==> src/rtl/systolic_host_sequencer_pkg.sv <==
// Shared constants, header layout and FSM state encoding for the systolic host sequencer.
package systolic_host_sequencer_pkg;

  localparam int MEM_WORDS    = 1024;  // words per matrix memory (4 rows x 256)
  localparam int INST_SLOTS   = 8;     // instruction memory depth, last slot forced to 0
  localparam int RES_PER_INST = 16;    // one 4x4 tile per instruction
  localparam int MAX_INST     = 7;     // largest legal instruction count in a header

  localparam int ADDR_W  = $clog2(MEM_WORDS);
  localparam int INST_AW = $clog2(INST_SLOTS);
  localparam int RES_AW  = 7;          // 112 results max, never wraps

  // Header word layout
  localparam int HDR_N_LSB   = 0;
  localparam int HDR_N_MSB   = 3;
  localparam int HDR_SAME_AB = 4;

  typedef enum logic [3:0] {
    IDLE,
    LOAD_A,
    LOAD_B,
    LOAD_I,
    START,
    WAIT_DONE,
    RD_ADDR,
    RD_WAIT,
    RD_OUT
  } state_e;

endpackage

==> src/rtl/systolic_result_drain.sv <==
// Result readout: walks addrO over all result words, waits out the read latency and
// presents each word on a valid/ready output register held stable under backpressure.
module systolic_result_drain
  import systolic_host_sequencer_pkg::*;
#(
  parameter int READ_LAT = 1
) (
  input  logic              clk,
  input  logic              rst,
  input  state_e            state_i,
  input  logic              start_i,
  input  logic [2:0]        n_i,
  output logic [RES_AW-1:0] addr_o,
  input  logic [31:0]       data_i,
  output logic              m_valid_o,
  input  logic              m_ready_i,
  output logic [31:0]       m_data_o,
  output logic              m_last_o,
  output state_e            state_next_o
);

  logic [RES_AW-1:0] r_q, r_d;
  logic [7:0]        wait_q, wait_d;
  logic              valid_q, valid_d;
  logic [31:0]       data_q, data_d;
  logic              last_q, last_d;
  logic [RES_AW-1:0] last_idx;

  assign last_idx = RES_AW'(RES_PER_INST * int'(n_i)) - RES_AW'(1);

  // Readout sequencing: result index, latency wait and output register updates
  always_comb begin
    r_d          = r_q;
    wait_d       = wait_q;
    valid_d      = valid_q;
    data_d       = data_q;
    last_d       = last_q;
    state_next_o = state_i;
    if (start_i) begin
      r_d = '0;
    end
    case (state_i)
      RD_ADDR: begin
        wait_d       = '0;
        state_next_o = RD_WAIT;
      end
      RD_WAIT: begin
        if (wait_q == 8'(READ_LAT - 1)) begin
          data_d       = data_i;
          valid_d      = 1'b1;
          last_d       = (r_q == last_idx);
          state_next_o = RD_OUT;
        end else begin
          wait_d = wait_q + 8'd1;
        end
      end
      RD_OUT: begin
        if (m_ready_i) begin
          valid_d = 1'b0;
          if (last_q) begin
            state_next_o = IDLE;
          end else begin
            r_d          = r_q + RES_AW'(1);
            state_next_o = RD_ADDR;
          end
        end
      end
      default: begin
        valid_d = 1'b0;
      end
    endcase
  end

  // Readout registers, cleared asynchronously on reset
  always_ff @(posedge clk or negedge rst) begin
    if (!rst) begin
      r_q     <= '0;
      wait_q  <= '0;
      valid_q <= 1'b0;
      data_q  <= '0;
      last_q  <= 1'b0;
    end else begin
      r_q     <= r_d;
      wait_q  <= wait_d;
      valid_q <= valid_d;
      data_q  <= data_d;
      last_q  <= last_d;
    end
  end

  assign addr_o    = r_q;
  assign m_valid_o = valid_q;
  assign m_data_o  = data_q;
  assign m_last_o  = last_q;

endmodule

==> src/rtl/systolic_host_sequencer.sv <==
// Hardware host for the systolic array: loads matrices and instructions from a word
// stream, starts the array, waits for completion and streams the results out.
module systolic_host_sequencer
  import systolic_host_sequencer_pkg::*;
#(
  parameter int READ_LAT = 1
) (
  input  logic                clk,
  input  logic                rst,
  input  logic                s_valid,
  output logic                s_ready,
  input  logic [15:0]         s_data,
  output logic [ADDR_W-1:0]   addrA,
  output logic [15:0]         dataA,
  output logic                enA,
  output logic [ADDR_W-1:0]   addrB,
  output logic [15:0]         dataB,
  output logic                enB,
  output logic [INST_AW-1:0]  addrI,
  output logic [3:0]          dataI,
  output logic                enI,
  output logic                ap_start,
  input  logic                ap_done,
  output logic [RES_AW-1:0]   addrO,
  input  logic [31:0]         dataO,
  output logic                m_valid,
  input  logic                m_ready,
  output logic [31:0]         m_data,
  output logic                m_last,
  output logic                busy,
  output logic                err
);

  state_e               state_q, state_d, rd_state_next;
  logic [ADDR_W-1:0]    cnt_q, cnt_d;
  logic [2:0]           n_q, n_d;
  logic                 same_ab_q, same_ab_d;
  logic [ADDR_W-1:0]    addrA_q, addrA_d, addrB_q, addrB_d;
  logic [15:0]          dataA_q, dataA_d, dataB_q, dataB_d;
  logic                 enA_q, enA_d, enB_q, enB_d, enI_q, enI_d;
  logic [INST_AW-1:0]   addrI_q, addrI_d;
  logic [3:0]           dataI_q, dataI_d;
  logic                 err_q, err_d;
  logic [3:0]           hdr_n;
  logic                 hs;
  logic                 last_mem_word;
  logic                 last_inst_word;

  assign s_ready        = (state_q == IDLE) || (state_q == LOAD_A) ||
                          (state_q == LOAD_B) || (state_q == LOAD_I);
  assign hs             = s_valid && s_ready;
  assign hdr_n          = s_data[HDR_N_MSB:HDR_N_LSB];
  assign last_mem_word  = (cnt_q == ADDR_W'(MEM_WORDS - 1));
  assign last_inst_word = (cnt_q == ADDR_W'(INST_SLOTS - 1));

  // Main FSM next state plus registered memory-write ports for the loader
  always_comb begin
    state_d   = state_q;
    cnt_d     = cnt_q;
    n_d       = n_q;
    same_ab_d = same_ab_q;
    addrA_d   = addrA_q;
    dataA_d   = dataA_q;
    enA_d     = 1'b0;
    addrB_d   = addrB_q;
    dataB_d   = dataB_q;
    enB_d     = 1'b0;
    addrI_d   = addrI_q;
    dataI_d   = dataI_q;
    enI_d     = 1'b0;
    err_d     = 1'b0;
    case (state_q)
      IDLE: begin
        if (hs) begin
          if (hdr_n == 4'd0 || hdr_n > 4'(MAX_INST)) begin
            err_d = 1'b1;
          end else begin
            n_d       = hdr_n[2:0];
            same_ab_d = s_data[HDR_SAME_AB];
            cnt_d     = '0;
            state_d   = LOAD_A;
          end
        end
      end
      LOAD_A: begin
        if (hs) begin
          enA_d   = 1'b1;
          addrA_d = cnt_q;
          dataA_d = s_data;
          if (same_ab_q) begin
            enB_d   = 1'b1;
            addrB_d = cnt_q;
            dataB_d = s_data;
          end
          if (last_mem_word) begin
            cnt_d   = '0;
            state_d = same_ab_q ? LOAD_I : LOAD_B;
          end else begin
            cnt_d = cnt_q + ADDR_W'(1);
          end
        end
      end
      LOAD_B: begin
        if (hs) begin
          enB_d   = 1'b1;
          addrB_d = cnt_q;
          dataB_d = s_data;
          if (last_mem_word) begin
            cnt_d   = '0;
            state_d = LOAD_I;
          end else begin
            cnt_d = cnt_q + ADDR_W'(1);
          end
        end
      end
      LOAD_I: begin
        if (hs) begin
          enI_d   = 1'b1;
          addrI_d = cnt_q[INST_AW-1:0];
          // The terminating slot is always an end-of-program marker.
          dataI_d = last_inst_word ? 4'd0 : s_data[3:0];
          if (last_inst_word) begin
            cnt_d   = '0;
            state_d = START;
          end else begin
            cnt_d = cnt_q + ADDR_W'(1);
          end
        end
      end
      START: begin
        state_d = WAIT_DONE;
      end
      WAIT_DONE: begin
        if (ap_done) begin
          state_d = RD_ADDR;
        end
      end
      RD_ADDR, RD_WAIT, RD_OUT: begin
        state_d = rd_state_next;
      end
      default: begin
        state_d = IDLE;
      end
    endcase
  end

  // State and loader registers; reset aborts any job but leaves memories alone
  always_ff @(posedge clk or negedge rst) begin
    if (!rst) begin
      state_q   <= IDLE;
      cnt_q     <= '0;
      n_q       <= '0;
      same_ab_q <= 1'b0;
      addrA_q   <= '0;
      dataA_q   <= '0;
      enA_q     <= 1'b0;
      addrB_q   <= '0;
      dataB_q   <= '0;
      enB_q     <= 1'b0;
      addrI_q   <= '0;
      dataI_q   <= '0;
      enI_q     <= 1'b0;
      err_q     <= 1'b0;
    end else begin
      state_q   <= state_d;
      cnt_q     <= cnt_d;
      n_q       <= n_d;
      same_ab_q <= same_ab_d;
      addrA_q   <= addrA_d;
      dataA_q   <= dataA_d;
      enA_q     <= enA_d;
      addrB_q   <= addrB_d;
      dataB_q   <= dataB_d;
      enB_q     <= enB_d;
      addrI_q   <= addrI_d;
      dataI_q   <= dataI_d;
      enI_q     <= enI_d;
      err_q     <= err_d;
    end
  end

  systolic_result_drain #(
    .READ_LAT (READ_LAT)
  ) u_drain (
    .clk          (clk),
    .rst          (rst),
    .state_i      (state_q),
    .start_i      ((state_q == WAIT_DONE) && ap_done),
    .n_i          (n_q),
    .addr_o       (addrO),
    .data_i       (dataO),
    .m_valid_o    (m_valid),
    .m_ready_i    (m_ready),
    .m_data_o     (m_data),
    .m_last_o     (m_last),
    .state_next_o (rd_state_next)
  );

  assign addrA    = addrA_q;
  assign dataA    = dataA_q;
  assign enA      = enA_q;
  assign addrB    = addrB_q;
  assign dataB    = dataB_q;
  assign enB      = enB_q;
  assign addrI    = addrI_q;
  assign dataI    = dataI_q;
  assign enI      = enI_q;
  assign err      = err_q;
  assign ap_start = (state_q == START);
  assign busy     = (state_q != IDLE);

endmodule

==> config.mk <==
export PLATFORM = sky130hd
export DESIGN_NAME = systolic_host_sequencer
export DESIGN_NICKNAME = d
export VERILOG_FILES = /design/src/rtl/systolic_host_sequencer_pkg.sv /design/src/rtl/systolic_result_drain.sv /design/src/rtl/systolic_host_sequencer.sv
export SDC_FILE = /design/constraint.sdc
export NUM_CORES = 1
export LEC_CHECK = 0
export ABC_AREA = 1
export CAP_MARGIN = 10
export CORE_ASPECT_RATIO = 1.2
export CORE_UTILIZATION = 40
export CTS_CLUSTER_SIZE = 16
export DETAILED_ROUTE_END_ITERATION = 16
export GPL_TIMING_DRIVEN = 0
export MAX_ROUTING_LAYER = met4
export PLACE_DENSITY_LB_ADDON = 0.25
export SYNTH_ARGS = -nofsm -noshare
export SYNTH_HDL_FRONTEND = slang
export SYNTH_SLANG_ARGS = --single-unit
==> constraint.sdc <==
create_clock -name clk -period 4.4 [get_ports clk]
set_clock_uncertainty 0.2 [all_clocks]
set_input_delay 1.32 -clock clk [delete_from_list [all_inputs] [get_ports clk]]
set_output_delay 1.32 -clock clk [all_outputs]
set_load 0.05 [all_outputs]
=== Yosys cells after proc, flatten, opt, wreduce, memory -nomap -nowiden ===
Cells that the tools add are included.

* Bits of input ports: 53
* Output and inout bits: 107
* Bits in registers: 130
* Word-level logic and storage cells: 127

* Add/sub/neg operators: 4
* Multiplexer cells: 49
* $lt $le $gt $ge: 1
* Bitwise gates (word level): 2
* Equality and inequality tests: 28
* Reductions and logical operators: 24

{| class="wikitable"
|+ Operators with widths
! cell !! count
|-
| 10-bit 2-to-1 mux || 9
|-
| 16-bit 2-to-1 mux || 3
|-
| 4-bit 2-to-1 mux || 12
|-
| 16-bit one-hot mux with 2 select lines || 1
|-
| 10-bit one-hot mux with 3 select lines || 1
|-
| 7-bit 2-to-1 mux || 4
|-
| 4-bit one-hot mux with 7 select lines || 1
|-
| 2-bit != test, second input constant || 12
|-
| 10-bit one-hot mux with 2 select lines || 1
|-
| 4-bit by 3-bit == test with 1-bit output, second input constant || 4
|-
| 8-bit one-hot mux with 2 select lines || 1
|-
| 4-bit one-hot mux with 3 select lines || 1
|-
| 12-bit AND reduction || 1
|-
| 1-bit 2-to-1 mux || 11
|-
| 10-bit by 1-bit adder with 10-bit output, second input constant || 1
|-
| 10-bit == test, second input constant || 1
|-
| 10-bit by 3-bit == test with 1-bit output, second input constant || 1
|-
| 8-bit by 1-bit adder with 8-bit output, second input constant || 1
|-
| 4-bit by 2-bit == test with 1-bit output, second input constant || 2
|-
| 4-bit zero test || 2
|-
| 8-bit zero test || 1
|-
| 8-bit 2-to-1 mux || 1
|-
| 2-bit AND reduction || 4
|-
| 7-bit by 1-bit adder with 7-bit output, second input constant || 1
|-
| 23 further kinds || 31
|}

=== Depth between registers and ports, before layout ===
* Depth in word-level cells: 7
* Depth in mapped cells: 11
* Mapped depth without buffers: 11

=== Hierarchy ===
From an unflattened synthesis, not the netlist that was laid out.

* Cells, all modules: 715
* Area, all modules: 6084.6 µm²

{| class="wikitable"
|+ Modules (own cells, without submodules)
! module !! instances !! seq. area each (µm²) !! cells each !! area each (µm²)
|-
| systolic_host_sequencer || 1 || 2026.9 || 396 || 3636.0
|-
| systolic_result_drain || 1 || 1226.2 || 319 || 2448.6
|}

=== Worst setup path before layout ===
No wires, ideal clock.

* Kind: flip-flop to output port
* From: register state_q[3]
* To: output ap_start
* Slack: 1.571 ns
* Stages on the path, launching flop included: 4
* Path buffers: 0
* Data arrival time: 1.309 ns
* Cell sequence: dfrtp_1 inv_2 nand2_1 nor2_1

* Longest elaborated chain between the ends: 1

{| class="wikitable"
|+ RTL lines
! what !! RTL line !! RTL
|-
| from (decl) || systolic_host_sequencer.sv:34 || <nowiki>state_e state_q, state_d, rd_state_next;</nowiki>
|-
| from (signal assigned) || systolic_host_sequencer.sv:165 || <nowiki>state_q <= state_d;</nowiki>
|-
| 4-bit by 3-bit == test with 1-bit output || systolic_host_sequencer.sv:209 || <nowiki>assign ap_start = (state_q == START);</nowiki>
|-
| to (decl) || systolic_host_sequencer.sv:22 || <nowiki>output logic ap_start,</nowiki>
|}

No other way between the ends.

=== Worst setup path after layout ===
Same ends and word-level chain as after synthesis.

==> results.tsv <==
metric	value	unit
top post-synthesis cells by area	dfrtp_1, nand2_1, mux2_4	
# Post-CTS Setup Buffers	0	
post_cts resized	0	
pin count of the biggest net entering global routing	97	
Synth top area share	0.546	
data arrival time of the critical path	2.19	ns
share of cells above drive strength 1	0.130	
first-pass GRT wire length	24.7	mm
Synthesized Nets	674	
P_int	3.87	mW
H-Tree Depth	4	
Crit path max-delay family	buffers and inverters	
Critical path buffers and inverters	2	
reg2reg start	u_drain.wait_q[0]	
HP Start	dataA[13]	
most frequent cells after synthesis	nand2_1, dfrtp_1, o21ai_0	
Root Driver	clkbuf_16	
sequential cell area fraction in the yosys report	0.546	
R2R setup slack	2.30	ns
FMAX	270	MHz
final hold vios	0	
CP max stage delay	0.86	ns
RSZ-0062 raised after global routing	false	
synthesis-to-finish area growth	42.2	%
post-synthesis cell type count	38	
Net Sw Frac	0.452	
WL per Instance	15.0	um
Hold Buf Count CTS	0	
Vias/cell	4.86	
Gate power share	0.515	
fin crit share	0.843	
dominant cell type by area after synthesis	dfrtp_1	
Power Density	835	mW/mm^2
Core ar.	0.0145	sq mm
Synth Flop Type	dfrtp_1	
Hold Slack	0.274	ns
Clock Tree Buf Depth	2	
number of flops mapped to enable cells by yosys	0	
drc violations	0	
P_leak	3.92	nW
yosys warns	0	
gpl congestion	0.872	
# diodes	0	
max-cap viol count	0	
Syn Area/Cell	9.67	sq um
WHS Path Cells	2	
Slew @ Worst Pin	0.572	ns
worst reg2reg endpoint	state_q[0]	
initial antenna violation count	0	
sequential power share	0.271	
most frequent cell after synthesis	nand2_1	
max_slew headroom	0.617	
status	finished clean	
CP max stage cell	clkdlybuf4s50_1	
chip height	136	um
Port Buffer Count	159	
DRT Pass-1 Iters	6	
Clock Pin Slew Worst Setup and Hold Paths	0.05	ns
worst-path fanout max	4	
r2r worst-path depth	11	
worst-path cell chain	inv_2 > nand2_1 > nor2_1 > clkdlybuf4s50_1	
Total Routing Usage GR	0.213	
final wirelength	15.1	mm
setup TNS	0	ns
Initial Utilization	0.412	
FP Rows	48	
post-synthesis sequential element count	130	
Max VDD drop	524	uV
min Tclk post-route	3.71	ns
# nets final	853	
via count of the routed design	4900	
DR iter-0 viols	214	
crit start category	flip-flop	
TritonCTS Sinks	130	
vias in the first global route	4973	
IO Pins	160	
antenna viol nets, final	0	
mapped cell area	0.00596	sq mm
GRT overflow	0	
clock buffer count from CTS	17	
max-slew violations	0	
die span in x	113	um
Mapped Cells	616	
crit path kind	reg -> out	
die area	0.0154	sq mm
Hold EP	dataA[13]	
clock latency on the worst-skew pair	0.41	ns
Async SR Flop Fraction	1.00	
Clock power frac	0.214	
dpl hpwl	11.1	mm
data required time of the worst path	2.88	ns
TritonCTS clock tree	yes	
Worst Hold Class	reg -> reg	
endpoints failing setup	0	
sw power	3.19	mW
CP Capture Type	primary output	
==> layer usage <==
layer	wire length, um	share of wire	track usage
met1	6610	0.44	0.260
met2	7440	0.49	0.342
met3	718	0.047	0.0443
met4	375	0.025	0.0928
met5	0	0	-
==> state kept, by name, summed over array words and instances (netlist names), 3 cells and up <==
signal / count
dataA: 16
state_q: 4
u_drain.m_data_o: 32
u_drain.wait_q: 8
addrA: 10
dataB: 16
addrI: 3
u_drain.addr_o: 7
addrB: 10
cnt_q: 10
dataI: 4
n_q: 3
==> power by group through the flow <==
stage          Clock, mW  Sequential [mW]  Combinational, mW
2_1_floorplan          0             3.30               1.05
3_3_place_gp           0             1.91               3.62
3_5_place_dp           0             1.93               3.65
4_1_cts             1.54             1.92               3.67
5_1_grt             1.59             1.97               3.84
6_report            1.51             1.92               3.64
==> worst register-to-register path, stage by stage (launching register included) <==
cell and delay, ns:
dfrtp_1 0.38, inv_1 0.14, ha_1 0.17, nand2_1 0.06, nor2_1 0.21, nand2_1 0.10
nand2_1 0.10, nand2_1 0.06, nor2_1 0.28, nand3_2 0.15, nand2_1 0.08, nand2_1 0.05
==> placed cells by master (no fill, tap or decap), drive strengths merged <==
master,synthesis,final
nand2,187,187
o31ai,4,4
o21a,15,15
nand3,31,31
mux2,32,32
clkbuf,5,23
nor3,2,2
clkinv,0,7
o22ai,2,2
inv,56,59
xor2,11,11
xnor2,5,5
o21ai,55,55
nor4,3,3
and3,1,1
nand3b,1,1
bufinv,0,4
buf,12,14
a211oi,2,2
nor2,36,36
clkdlybuf4s50,0,158
dfrtp,130,130
ha,5,5
a21oi,9,9
nand4,12,12
==> how the worst max path moves through the flow <==
| stage | slack [ns] | from | to | cells past startpoint |
|---|---|---|---|---|
| final | 0.69 | state_q[3] | ap_start | 4 |
| after global routing | 0.55 | state_q[1] | busy | 5 |
| after CTS | 0.66 | state_q[3] | ap_start | 4 |
| after detailed placement | 1.03 | s_valid | cnt_q[4] | 10 |
| after global placement | -3.26 | rst | addrA[6] | 1 |
| after floorplan | 1.57 | state_q[3] | ap_start | 3 |
==> area by class of cell <==
class | instances | area [sq um]
plain buffers | 17 | 113
clock buffers | 18 | 439
clock inverters | 14 | 203
fillers | 1252 | 6000
inverters | 56 | 213
multi-input cells | 413 | 2380
flip-flops and latches | 130 | 3250
well taps | 200 | 250
repair buffers | 160 | 1620
==> stage by stage <==
step	power (mW)	cell area, sq um	worst slack [ns]	utilization	cells
after CTS	7.13	8470	0.655	0.585	1008
after global placement	5.53	7800	-3.26	0.539	975
after floorplan	4.35	5960	1.57	-	616
after global routing	7.40	8470	0.548	0.585	1008
final	7.07	8470	0.690	0.585	1008
after detailed placement	5.59	7830	1.03	0.541	976
==> kinds of logic after synthesis <==
logic type,synth area share
AO/OA/AOI/OAI,0.0874
XOR/XNOR,0.0235
adder cells (fa/ha/maj),0.0105
buffers and inverters,0.0546
flip-flops,0.546
multiplexers,0.0775
AND/OR/NAND/NOR,0.200
(Power assumes the default switching activity.)
==> RTL change 1 (same flow settings) <==
Remove the register `err_q`: a continuous assignment takes its place, so the output `err` follows one clock earlier.
--- a/src/rtl/systolic_host_sequencer.sv
+++ b/src/rtl/systolic_host_sequencer.sv
@@ -160,7 +160,6 @@
       addrI_q   <= '0;
       dataI_q   <= '0;
       enI_q     <= 1'b0;
-      err_q     <= 1'b0;
     end else begin
       state_q   <= state_d;
       cnt_q     <= cnt_d;
@@ -175,9 +174,10 @@
       addrI_q   <= addrI_d;
       dataI_q   <= dataI_d;
       enI_q     <= enI_d;
-      err_q     <= err_d;
     end
   end
+
+  assign err_q = err_d;
 
   systolic_result_drain #(
     .READ_LAT (READ_LAT)
Behaviour: not the same (Yosys sat finds a counterexample within 4 cycles, from zero or initial values and one cycle with rst low).
==> RTL change 1 against the original RTL <==
Area after synthesis shrank 0.42%; total power shrank 1.0%; highest routed layer unchanged; final cell count shrank 2.7%; critical path type is now primary input to output pin; setup slack worse by 0.49 ns; die area fell by 0.41%; final area fell by 1.0%; sequential cell count is 1 lower; wire length is 2.0% higher.
==> RTL change 1: results (changes against the original RTL) <==
Cells and area
  • Fillers: 1270 (was 1252)
  • NumNets Final: 851 (was 853)
  • Share of post-route cells with drive strength above 1: 13.15% (was 13.00%)
  • Max FFs per register: 32 (unchanged)

Hold path
  • Hold EP: dataA[6] (was dataA[13])
  • WHS Path Cells: 2 (unchanged)
  • Worst Min Path Start: dataA[6] (was dataA[13])
  • Hold crit path type: register to register (unchanged)

Placement
  • Post-place setup slack: -0.6562 ns (was 1.027 ns)
  • Post-DP HPWL: 11.21 mm (was 11.15 mm)
  • GPL Wtd Cong: 0.9124 (was 0.8719)
  • Placed inst area: 7776 sq um (was 7828 sq um)
  • Post-Place Cells: 950 (was 976)

Power
  • P_leak: 3.877 nW (was 3.917 nW)
  • VDD IR max: 629.8 uV (was 524.5 uV)

Yosys
  • Syn_nets: 673 (was 674)
  • Top cells by count, synth: nand2_1, dfrtp_1, o21ai_0 (unchanged)
  • Ranking of synthesized cells by area: dfrtp_1, nand2_1, mux2_4 (unchanged)
  • Seq/Total Area, Yosys: 54.42% (was 54.61%)
  • Avg Cell Area, Syn: 9.645 sq um (was 9.670 sq um)

Clock network
  • Clock slew at reported path FFs: 0.06 ns
  • PostCTS Resize Cnt: 6 (was 0)
  • Number of buffers created by CTS: 17 (unchanged)

Route
  • DRC violation total after the first TritonRoute iteration: 215 (was 214)
  • Drt first pass iters: 5 (was 6)
  • Via Count: 4925 (was 4900)
  • Routed WL: 15.46 mm (was 15.15 mm)
  • DR WL/cell: 15.76 um (was 15.03 um)

Setup path
  • Reg-to-Reg End: state_q[2] (was state_q[0])
  • Reg2reg setup slack: 2.27 ns (was 2.30 ns)
  • Critical Path Fanout Max: 15 (was 4)
  • Max incr delay on CP: 0.54 ns (was 0.86 ns)
  • Critical path arrival: 2.68 ns (was 2.19 ns)
  • Beginning of the critical path: s_valid (was state_q[3])
  • CP max-delay cell: clkdlybuf4s50_1 (unchanged)
  • Largest delay contributor family on the critical path: buffers and inverters (unchanged)

STA
  • Measured slew at the worst slew-check pin: 0.5659 ns (was 0.5724 ns)
  • Hold WS: 0.2701 ns (was 0.2741 ns)

GRT
  • Pin count of the biggest net entering global routing: 102 (was 97)
  • Antenna violations before repair: 0 (unchanged)
  • Total track usage: 21.59% (was 21.27%)
  • Global-route wire length before repair: 24.92 mm (was 24.67 mm)

Status
  • Outcome: finished clean (unchanged)
## RTL change 1: tightest hold or removal path, delay by kind of cell (launching register included)
| family | cells | cell delay, ns |
|---|---|---|
| flip-flops | 1 | 0.34 |
| AND/OR/NAND/NOR | 2 | 0.10 |
## RTL change 1: power by group
group	switching, mW	total (mW)	internal, mW
clock	0.529	1.45	0.923
combinational	2.40	3.65	1.26
sequential	0.259	1.89	1.63
## RTL change 1: cell families (layout without fill, tap and decap cells)
group                      count (synthesis)  count (layout)  synth area share [%]
adders and majority gates                  5               5                 1.055
DFF                                      129             129                 54.42
AOI/OAI and AO/OA                         87              87                 8.774
buffers and inverters                     73             264                 5.484
xor gates and xnor gates                  16              16                 2.362
muxes                                     32              32                 7.783
and+or+nand+nor                          273             273                 20.12
## RTL change 1: per-layer routing
metal	share of wire, %	track usage (%)	vias up
met2	51	36.03	177
met5	0	-	-
met3	6.8	5.727	21
met4	1.9	8.114	0
met1	41	24.94	2364
li1	-	-	2363
## RTL change 1: worst max-delay path by stage
stage | cells past startpoint | endpoint | slack (ns)
5_1_grt | 6 | err | 0.09
3_3_place_gp | 1 | dataB[4] | -3.19
3_5_place_dp | 7 | err | -0.66
6_report | 6 | err | 0.20
2_1_floorplan | 5 | err | 0.45
4_1_cts | 6 | err | 0.18
## RTL change 1: area by class of cell
| type | count | area (sq um) | share of cell area (%) |
|---|---|---|---|
| sequential | 129 | 3228 | 38.51 |
| multi-input combinational | 413 | 2384 | 28.43 |
| timing repair buffer | 160 | 1618 | 19.30 |
| clock buffer | 20 | 456.7 | 5.448 |
| tap | 175 | 219.0 | 2.612 |
| inverter | 56 | 212.7 | 2.537 |
| clock inverter | 12 | 156.4 | 1.866 |
| buffer | 16 | 108.9 | 1.299 |
==> RTL change 2 (same flow settings) <==
Without the edit above. The package constant `MEM_WORDS` goes from 1024 to 2048.
--- a/src/rtl/systolic_host_sequencer_pkg.sv
+++ b/src/rtl/systolic_host_sequencer_pkg.sv
@@ -1,7 +1,7 @@
 // Shared constants, header layout and FSM state encoding for the systolic host sequencer.
 package systolic_host_sequencer_pkg;
 
-  localparam int MEM_WORDS    = 1024;  // words per matrix memory (4 rows x 256)
+  localparam int MEM_WORDS    = 2048;  // words per matrix memory (4 rows x 256)
   localparam int INST_SLOTS   = 8;     // instruction memory depth, last slot forced to 0
   localparam int RES_PER_INST = 16;    // one 4x4 tile per instruction
   localparam int MAX_INST     = 7;     // largest legal instruction count in a header
Ports: changed (resized addrA and addrB); port bits go from 160 to 162. No check against the original RTL was run, so the function may have changed too.
==> RTL change 2 against the original RTL <==
First-iteration DRC count is 18% higher; synthesized cell count down 1.1%; area after synthesis down 1.8%; sequential cell count grew 3; final area is 1.9% lower; highest routed layer unchanged; largest power group unchanged; wire length shrank 0.81%; total power shrank 1.6%; setup slack worse by 0.12 ns; combinational power is 2% lower.
==> RTL change 2: results (changes against the original RTL) <==
Status
  • Outcome: finished clean (unchanged)

Placement
  • GPL Wtd Cong: 0.8576 (was 0.8719)
  • Post-DP HPWL: 11.19 mm (was 11.15 mm)
  • I/O Buffers: 161 (was 159)

Setup path
  • Critical path arrival: 2.31 ns (was 2.19 ns)
  • Critical Path Fanout Max: 6 (was 4)
  • Reg2reg setup slack: 2.19 ns (was 2.30 ns)
  • Max incr delay on CP: 0.83 ns (was 0.86 ns)

Yosys
  • Seq/Total Area, Yosys: 56.87% (was 54.61%)
  • Ranking of synthesized cells by area: dfrtp_1, nand2_1, o21ai_0 (was dfrtp_1, nand2_1, mux2_4)
  • Synth unique cells: 33 (was 38)
  • Post-synth top area share: 56.87% (was 54.61%)
  • Top cells by count, synth: nand2_1, dfrtp_1, inv_1 (was nand2_1, dfrtp_1, o21ai_0)
  • Syn_nets: 667 (was 674)

STA
  • Relative slew slack: 61.95% (was 61.72%)

Route
  • Drt first pass iters: 5 (was 6)
  • DRC violation total after the first TritonRoute iteration: 252 (was 214)
  • Vias per inst: 4.998 (was 4.861)
  • DR WL/cell: 15.44 um (was 15.03 um)

GRT
  • Global-route wire length before repair: 24.85 mm (was 24.67 mm)
  • Vias in the first global route: 4894 (was 4973)
  • Pin count of the biggest net entering global routing: 94 (was 97)
  • Antenna violations before repair: 0 (unchanged)
  • Total gr overflow: 0 (unchanged)
  • Total track usage: 21.90% (was 21.27%)

Cells and area
  • Fillers: 1256 (was 1252)
  • NumNets Final: 848 (was 853)
  • Fin cells: 973 (was 1008)

Power
  • VDD IR max: 497.3 uV (was 524.5 uV)
  • Sw Ratio: 44.52% (was 45.20%)
  • P_leak: 3.879 nW (was 3.917 nW)

Clock network
  • Clock slew at reported path FFs: 0.05 ns (about the same)
## RTL change 2: changes by cell type in the layout (fill, tap and decap cells not counted), sizes merged, moves of 4 or more
cell    delta
o21ai      -4
nand4      -7
nor3       +6
o211ai     +4
clkinv     -6
nand3      +8
xnor2      -4
clkbuf     +6
nand2     -15
nor2       +6
## RTL change 2: power by group through the flow
| stage | Clock (mW) | Combinational (mW) | Sequential, mW |
|---|---|---|---|
| after floorplan | 0 | 0.904 | 3.39 |
| after global placement | 0 | 3.53 | 1.95 |
| after detailed placement | 0 | 3.56 | 1.97 |
| after CTS | 1.49 | 3.58 | 1.95 |
| after global routing | 1.54 | 3.75 | 2.01 |
| final | 1.45 | 3.55 | 1.95 |
## RTL change 2: cell families (layout without fill, tap and decap cells)
| family | Yosys count | in the layout | synth area share (%) |
|---|---|---|---|
| mux | 32 | 32 | 6.799 |
| fa+ha+maj | 5 | 5 | 1.069 |
| compound gates | 86 | 86 | 8.874 |
| buf+inv | 77 | 266 | 5.623 |
| xor+xnor | 9 | 9 | 1.347 |
| flops | 133 | 133 | 56.87 |
| simple gates | 267 | 267 | 19.41 |
## RTL change 2: path summary, 6_finish.rpt
check,from,endpoint,cells past startpoint
min,dataA[15],dataA[15],2
max,state_q[1],ap_start,4
max in group asynchronous,rst,addrB[5],2
max reg2reg,cnt_q[0],state_q[1],10
min reg2reg,dataA[15],dataA[15],2
min in group asynchronous,rst,u_drain.addr_o[2],1
## RTL change 2: area by class of cell
cell class | instances | area, sq um | share of cell area, %
flip-flops and latches | 133 | 3328 | 40.05
clock inverters | 5 | 125.1 | 1.506
inverters | 61 | 229.0 | 2.755
well taps | 175 | 219.0 | 2.635
plain buffers | 16 | 100.1 | 1.204
multi-input cells | 399 | 2195 | 26.41
clock buffers | 22 | 474.2 | 5.706
repair buffers | 162 | 1640 | 19.74
## RTL change 2: critical path: cells and delay by family, from the launching register on
kind                   cells  cell delay, ns
flip-flops                 1            0.42
buffers and inverters      2            0.93
AND/OR/NAND/NOR            2            0.55
## RTL change 2: stage by stage
stage,setup TNS [ns],area (sq um),hold slack [ns],worst slack [ns],util (%)
finish,0,8310,0.2739,0.5654,57.90
global route,0,8310,0.3028,0.4521,57.90
detailed placement,0,7711,0.2640,0.9661,53.72
floorplan,0,5852,0.2530,1.467,-
CTS,0,8310,0.2800,0.5277,57.90
global placement,-444.74,7682,0.2562,-3.355,53.52
## RTL change 2: routing by layer
metal	GRT usage (%)	vias up	wire [um]
met5	-	-	0
met4	8.667	0	308
met3	5.476	26	784
met2	35.96	158	7511
met1	25.93	2340	6419
li1	-	2339	-
